`config.mk`:
```
export PLATFORM = sky130hd
export DESIGN_NAME = hilo_muldiv_unit
export DESIGN_NICKNAME = d
export VERILOG_FILES = /design/src/rtl/hilo_muldiv_unit.sv
export SDC_FILE = /design/constraint.sdc
export NUM_CORES = 1
export LEC_CHECK = 0
export CAP_MARGIN = 20
export CORE_MARGIN = 5
export CORE_UTILIZATION = 50
export DETAILED_ROUTE_END_ITERATION = 6
export GPL_TIMING_DRIVEN = 0
export PLACE_DENSITY = 0.77
export SLEW_MARGIN = 15
export SYNTH_ARGS = -nofsm -noshare
export SYNTH_HDL_FRONTEND = slang
export SYNTH_SLANG_ARGS = --single-unit
```
`constraint.sdc`:
```
create_clock -name clk -period 3.9 [get_ports clk]
set_input_delay 0.39 -clock clk [delete_from_list [all_inputs] [get_ports clk]]
set_output_delay 0.39 -clock clk [all_outputs]
set_load 0.03 [all_outputs]
```
`src/rtl/hilo_muldiv_unit.sv`:
```
// Iterative 32-cycle multiply/divide plus mthi/mtlo for the EX stage.
// Drives the HI/LO write bus consumed by decode and a pipeline stall request.
module hilo_muldiv_unit #(
    parameter int DW = 32
) (
    input  logic            clk,
    input  logic            rst_n,
    input  logic            op_valid,
    input  logic [2:0]      op_code,
    input  logic [DW-1:0]   src_a,
    input  logic [DW-1:0]   src_b,
    input  logic            flush,
    output logic [2*DW+1:0] ex_hilo,
    output logic            stallreq,
    output logic            busy
);

    typedef enum logic [1:0] {
        IDLE,
        BUSY,
        DONE
    } state_t;

    state_t state, state_n;

    logic [2*DW-1:0] acc;
    logic [DW-1:0]   opd;
    logic [DW-1:0]   a_raw;
    logic [4:0]      cnt;
    logic            is_div;
    logic            neg_q;
    logic            neg_r;
    logic            b_zero;

    logic            start;
    logic            stall_c;
    logic            hi_we;
    logic            lo_we;
    logic [DW-1:0]   hi_wd;
    logic [DW-1:0]   lo_wd;

    logic            op_signed;
    logic            op_isdiv;
    logic            sgn_a;
    logic            sgn_b;
    logic [DW-1:0]   mag_a;
    logic [DW-1:0]   mag_b;

    assign op_signed = ~op_code[0];
    assign op_isdiv  = op_code[1];
    assign sgn_a     = op_signed & src_a[DW-1];
    assign sgn_b     = op_signed & src_b[DW-1];
    assign mag_a     = sgn_a ? -src_a : src_a;
    assign mag_b     = sgn_b ? -src_b : src_b;

    // One shift-add / restoring-subtract step per BUSY cycle
    logic [DW:0]     sum;
    logic [DW:0]     rem_sh;
    logic            ge;
    logic [DW-1:0]   diff;
    logic [2*DW-1:0] acc_step;

    always_comb begin
        sum    = {1'b0, acc[2*DW-1:DW]} + (acc[0] ? {1'b0, opd} : '0);
        rem_sh = acc[2*DW-1:DW-1];
        ge     = rem_sh >= {1'b0, opd};
        diff   = rem_sh[DW-1:0] - opd;
        if (is_div)
            acc_step = {ge ? diff : rem_sh[DW-1:0], acc[DW-2:0], ge};
        else
            acc_step = {sum, acc[DW-1:1]};
    end

    logic [2*DW-1:0] prod;
    logic [DW-1:0]   quot;
    logic [DW-1:0]   rem;

    always_comb begin
        prod = neg_q ? -acc : acc;
        quot = b_zero ? '1 : (neg_q ? -acc[DW-1:0] : acc[DW-1:0]);
        rem  = b_zero ? a_raw
                      : (neg_r ? -acc[2*DW-1:DW] : acc[2*DW-1:DW]);
    end

    always_comb begin
        state_n = state;
        start   = 1'b0;
        stall_c = 1'b0;
        hi_we   = 1'b0;
        lo_we   = 1'b0;
        hi_wd   = '0;
        lo_wd   = '0;
        unique case (state)
            IDLE: begin
                if (op_valid && !flush) begin
                    unique case (1'b1)
                        (op_code <= 3'd3): begin
                            start   = 1'b1;
                            stall_c = 1'b1;
                            state_n = BUSY;
                        end
                        (op_code == 3'd4): begin
                            hi_we = 1'b1;
                            hi_wd = src_a;
                        end
                        (op_code == 3'd5): begin
                            lo_we = 1'b1;
                            lo_wd = src_a;
                        end
                        default: ;
                    endcase
                end
            end
            BUSY: begin
                if (flush) begin
                    state_n = IDLE;
                end else begin
                    stall_c = 1'b1;
                    if (cnt == 5'd31)
                        state_n = DONE;
                end
            end
            DONE: begin
                state_n = IDLE;
                if (!flush) begin
                    hi_we = 1'b1;
                    lo_we = 1'b1;
                    if (is_div) begin
                        hi_wd = rem;
                        lo_wd = quot;
                    end else begin
                        hi_wd = prod[2*DW-1:DW];
                        lo_wd = prod[DW-1:0];
                    end
                end
            end
            default: state_n = IDLE;
        endcase
    end

    always_ff @(posedge clk or negedge rst_n) begin
        if (!rst_n)
            state <= IDLE;
        else
            state <= state_n;
    end

    always_ff @(posedge clk or negedge rst_n) begin
        if (!rst_n) begin
            acc    <= '0;
            opd    <= '0;
            a_raw  <= '0;
            cnt    <= '0;
            is_div <= 1'b0;
            neg_q  <= 1'b0;
            neg_r  <= 1'b0;
            b_zero <= 1'b0;
        end else if (start) begin
            acc    <= {{DW{1'b0}}, op_isdiv ? mag_a : mag_b};
            opd    <= op_isdiv ? mag_b : mag_a;
            a_raw  <= src_a;
            cnt    <= '0;
            is_div <= op_isdiv;
            neg_q  <= sgn_a ^ sgn_b;
            neg_r  <= sgn_a;
            b_zero <= (src_b == '0);
        end else if (state == BUSY) begin
            acc <= acc_step;
            cnt <= cnt + 5'd1;
        end
    end

    // Outputs go quiet the instant reset is asserted
    assign ex_hilo  = rst_n ? {hi_we, lo_we, hi_wd, lo_wd} : '0;
    assign stallreq = rst_n & stall_c;
    assign busy     = (state != IDLE);

endmodule
```
Word-level counts from Yosys, hierarchy flattened --
Index checks and enable logic that the tools add are counted.
Operators by class: add/sub/neg operators 8, $mul 0, divide/modulo/power cells 0, magnitude comparators 2, equal/unequal tests 8, shift operators 0, multiplexer cells 43, bitwise operators 5, reduce and logical (&&, ||, !) cells 7
Operator list (number):
- $mux 32 | 18
- $mux 64 | 4
- $neg 32->32 | 4
- $pmux 32 s2 | 2
- $mux 66 | 1
- $neg 64->64 | 1
- $add 32x32->33 | 1
- $ge 33x32->1 | 1
- $logic_not 32->1 | 1
- $sub 32x32->32 | 1
- $mux 5 | 2
- $mux 1 | 8
- $mux 2 | 4
- $eq 3x3->1 const B | 2
- $pmux 1 s2 | 3
- $add 5x1->5 const B | 1
- $eq 5x5->1 const B | 1
- $ne 2x2->1 const B | 2
- $pmux 2 s2 | 1
- $reduce_bool 2->1 | 2
- $and 1x1->1 | 3
- $le 3x2->1 const B | 1
- $ne 3x3->1 const B | 1
- $reduce_and 3->1 | 1
- other kinds (7) | 7
Storage, ports and cells: flip-flop bits (word level) 139, bits in latches 0, bits in writable memories 0, memory bits (read-only) 0, bits of input ports 71, memories 0

Longest topological paths before layout --
word-level depth 7, gate-level depth with buffers 13, depth with buffers taken out 12

Worst setup path before layout --
OpenSTA, ideal clock, no wires.
path kind register -> output, start point register acc[32], end point output ex_hilo[60], arrival time 3428 ps, required time 3510 ps, path slack 82 ps, cell stages (with the launch flop) 11, buffers on the path 1, path through dfrtp_1 -> buf_4 -> inv_1 -> ha_1 -> or3b_2 -> nor4_2 -> nand3_1 -> or4_1 -> o41ai_1 -> xor2_1 -> o21ai_0
Between the ends: word-level cells in the longest chain between the ends 7
RTL lines:
- start, declared | RTL line 26 | logic [2*DW-1:0] acc;
- start signal, assigned | RTL line 159 | acc <= {{DW{1'b0}}, op_isdiv ? mag_a : mag_b};
- start signal, assigned | RTL line 168 | acc <= acc_step;
- $neg 32->32 | RTL line 82 | : (neg_r ? -acc[2*DW-1:DW] : acc[2*DW-1:DW]);
- $mux 32 | RTL line 82
- $mux 32 | RTL line 81 | rem = b_zero ? a_raw
- $mux 32 (*) | RTL line 128 | if (is_div) begin
- $mux 32 (*) | RTL line 125 | if (!flush) begin
- $pmux 32 s2 (*) | RTL line 93 | unique case (state)
- $mux 66 (*) | RTL line 174 | assign ex_hilo = rst_n ? {hi_we, lo_we, hi_wd, lo_wd} : '0;
- end, declared | RTL line 13 | output logic [2*DW+1:0] ex_hilo,
Every way passes the cells marked *; elsewhere a longest branch is shown, timed or not.

Worst setup path after layout --
start point register acc[25], end point output ex_hilo[57]
Between the ends: word-level cells in the longest chain between the ends 6
RTL lines:
- $neg 64->64 | RTL line 79 | prod = neg_q ? -acc : acc;
- $mux 64 | RTL line 79
- $mux 32 | RTL line 128
- $mux 32 | RTL line 125
- $pmux 32 s2 | RTL line 93
- $mux 66 | RTL line 174
No other way between the ends.

==> flow_summary_export.csv <==
group,metric,value,unit
run_status,status,"complete, but fails checks",
run_status,violations,"design-rule violations, negative hold slack, negative setup slack",
floorplanning,core_area,30700,sq um
floorplanning,row_count,64,
synthesis,synth_cells,2156,
min_path,min_path_type,"primary input to asynchronous set/reset pin",
run,maxCapViolations,0,
floorplanning,die_y,186,um
floorplanning,dieArea,34700,sq um
power,p_int,6.08,mW
critical_path,worst-path-max-fanout,5,
sta,fin_crit_sh,104,%
global_route,antenna_found_initial,0,
floorplanning,io_pins,139,
critical_path,r2r-start,"opd[22]",
route,first_pass_iters,7,
critical_path,arrival,3.65,ns
global_route,grt_max_degree,75,
sta,final-hold-violation-count,1,
clock_network,htreeDepth,4,
power,p_sw_share,53.3,%
synthesis,yosysMostFrequentCell,"nand2_1",
clock_network,root_buffer,"clkbuf_16",
synthesis,synth-main-ff-cell,"dfrtp_1",
layout,final.fill_count,2855,
synthesis,yosys_warnings,0,
route,drt_iter0_drc,2735,
global_route,grt-ovfl-total,0,
sta,worst_pin_slew,1.20,ns
synthesis,syn-cell-area,15500,sq um
synthesis,seq_area_frac_synth,22.4,%
clock_network,cts_made_buffers,17,
layout,antenna_cells,0,
critical_path,crit_type,"flop to primary output",
critical_path,r2r_cells,12,
placement,post-dp-hpwl,56500,um
clock_network,clock_latency,0.46,ns
route,routedWlPerCell,27.0,um
synthesis,ys_types,88,
power,p_leak,7.64,nW
power,power.net_switching,6.95,mW
route,vias,18700,
placement,port_buffers,128,
placement,gp_congestion,1.07,
sta,maxSlewViolCount,0,
sta,setup_violations,16,
synthesis,synth_common_cells,"nand2_1 (354), o21ai_0 (251), nor2_1 (162)",
route,via_per_inst,6.81,
route,drc,15,
route,drt-total-wl,74300,um
clock_network,clk_path_buf_depth,2,
layout,synthToLayoutAreaGrowth,21.2,%
power,p_clk_share,13.0,%
clock_network,cts_tree,"done",
synthesis,syn_nets,2299,
power,ir_drop,0.406,mV
synthesis,synth-seq-cells,139,
global_route,grt_pass1_vias,17700,
route,drtAntennaViolNets,0,
sta,setup_tns,-0.718,ns
synthesis,synth_top_cell_by_area,"dfrtp_1",
synthesis,synthArstFlopShare,100,%
global_route,globalRouteTotalUtil,41.4,%
sta,setup_slack,-0.141,ns
layout,layout.nets,2480,
placement,placed_area,17300,sq um
critical_path,reg2reg_to,"acc[60]",
synthesis,synth-edff-count,0,
floorplanning,start_util,50.7,%
power,p_per_area,692,nW/um^2
sta,clock.fmax,0.247,GHz
power,pwr-share-comb,67.0,%
sta,slew_headroom,19.7,%
sta,period_minus_slack,4.04,ns
floorplanning,die_w,186,um
sta,skew,0.0151,ns
clock_network,clk_pin_slew,0.07,ns
layout,drive_gt1_share,11.1,%
synthesis,synth_top_area_share,22.4,%
critical_path,required,3.51,ns
power,p_seq_share,20.0,%
critical_path,reg2reg_slack,0.01,ns
sta,hold_slack,-0.00108,ns
critical_path,start_kind,"flop",
sta,rsz0062_at_grt,"yes",
critical_path,end_kind,"primary output",
clock_network,cts_sinks,139,
layout,design_area,18800,sq um
synthesis,synthTopCellsByArea,"dfrtp_1 (22%), nand2_1 (8.6%), o21ai_0 (8.1%)",
synthesis,avgSynthCellArea,7.21,sq um
global_route,grt_pass1_wl,108000,um
==> registers in the layout (all words and copies together) (netlist names) <==
register  flops
state         2
cnt           5
is_div        1
opd          32
b_zero        1
neg_r         1
acc          64
a_raw        32
neg_q         1
==> cells by family after synthesis <==
kind of cell	synth area share (%)
adders and majority gates	5.90
muxes	4.20
and+or+nand+nor	22.6
xor gates and xnor gates	9.81
AOI/OAI and AO/OA	29.1
buffers and inverters	6.00
DFF	22.4
==> power by group through the flow <==
stage,Clock [mW],Combinational (mW),Sequential (mW)
2_1_floorplan,0,5.57,2.25
3_3_place_gp,0,7.61,2.54
3_5_place_dp,0,7.70,2.54
4_1_cts,1.67,8.15,2.50
5_1_grt,1.73,9.34,2.62
6_report,1.70,8.73,2.61
==> placed cells by master, fill, tap and decap left out, types with 11 or more instances in the layout <==
cell type,count
and2_1,11
xnor2_1,92
xor2_1,80
o21ai_1,22
o21bai_1,11
clkdlybuf4s50_1,85
a21o_1,30
nor2_1,157
dfrtp_1,125
dfrtp_2,14
nor4_1,15
clkbuf_16,18
mux2i_1,63
o211ai_1,40
buf_4,51
clkbuf_1,112
o31ai_1,33
inv_1,56
a22oi_1,30
o41ai_1,14
o21ai_2,13
a21oi_1,157
o221ai_1,21
nor3_1,28
a31oi_1,21
or2_2,12
or3_1,26
nand4_1,20
nor2b_1,11
and3_1,15
nand2b_1,12
o21ai_0,219
nand2_1,351
nand3_1,26
a211oi_1,13
ha_1,67
clkbuf_2,17
o21a_1,12
==> final cells by class <==
| cell class | instances | area [sq um] | share of cell area [%] |
|---|---|---|---|
| repair buffers | 172 | 1650 | 8.75 |
| multi-input cells | 1792 | 11700 | 61.9 |
| clock inverters | 14 | 138 | 0.731 |
| well taps | 396 | 495 | 2.63 |
| plain buffers | 153 | 714 | 3.80 |
| flip-flops and latches | 139 | 3500 | 18.6 |
| inverters | 62 | 239 | 1.27 |
| clock buffers | 18 | 439 | 2.33 |
==> stage by stage <==
| step | total power [mW] | cells | hold slack, ns | worst slack, ns | utilization, % |
|---|---|---|---|---|---|
| floorplan | 7.83 | 2156 | 0.0944 | 0.0817 | - |
| global placement | 10.1 | 2680 | 0.455 | -6.00 | 56.4 |
| detailed placement | 10.2 | 2681 | 0.376 | -1.24 | 56.6 |
| CTS | 12.3 | 2729 | 0.0249 | -0.130 | 60.1 |
| global route | 13.7 | 2746 | 0.0390 | -0.174 | 61.4 |
| finish | 13.0 | 2746 | -0.00108 | -0.141 | 61.4 |
==> metal layers <==
metal | share of wire [%] | vias up | track usage (%)
met5 | 0 | - | 0
met4 | 7.3 | 0 | 24.8
met3 | 11 | 378 | 7.95
met2 | 44 | 1405 | 66.4
met1 | 37 | 8726 | 51.8
li1 | - | 8180 | -
==> critical path, stage by stage, from the launching register on <==
cell	delay [ns]
dfrtp_1	0.39
or4_4	0.56
or4_4	0.51
or4_4	0.53
buf_12	0.16
nand2b_4	0.20
o21ai_4	0.19
xor2_1	0.16
nor2_1	0.07
a221o_1	0.27
buf_6	0.14
==> repair_timing <==
item	in CTS	in global routing
pin swaps	13	26
gates cloned	0	2
hold buffers	3	0
endpoints found under the setup margin	94	69
endpoints found under the hold margin	65	0
resized for setup	271	107
buffers inserted	16	23
==> worst max-delay path by stage <==
stage,from,endpoint,slack (ns),cells after the start
CTS,acc[30],ex_hilo[43],-0.13,10
detailed placement,acc[0],ex_hilo[54],-1.24,13
finish,acc[25],ex_hilo[57],-0.14,10
global placement,rst_n,ex_hilo[48],-6.00,9
floorplan,acc[32],ex_hilo[60],0.08,10
global route,acc[25],ex_hilo[57],-0.17,10
Power figures use the tool's default switching activity.
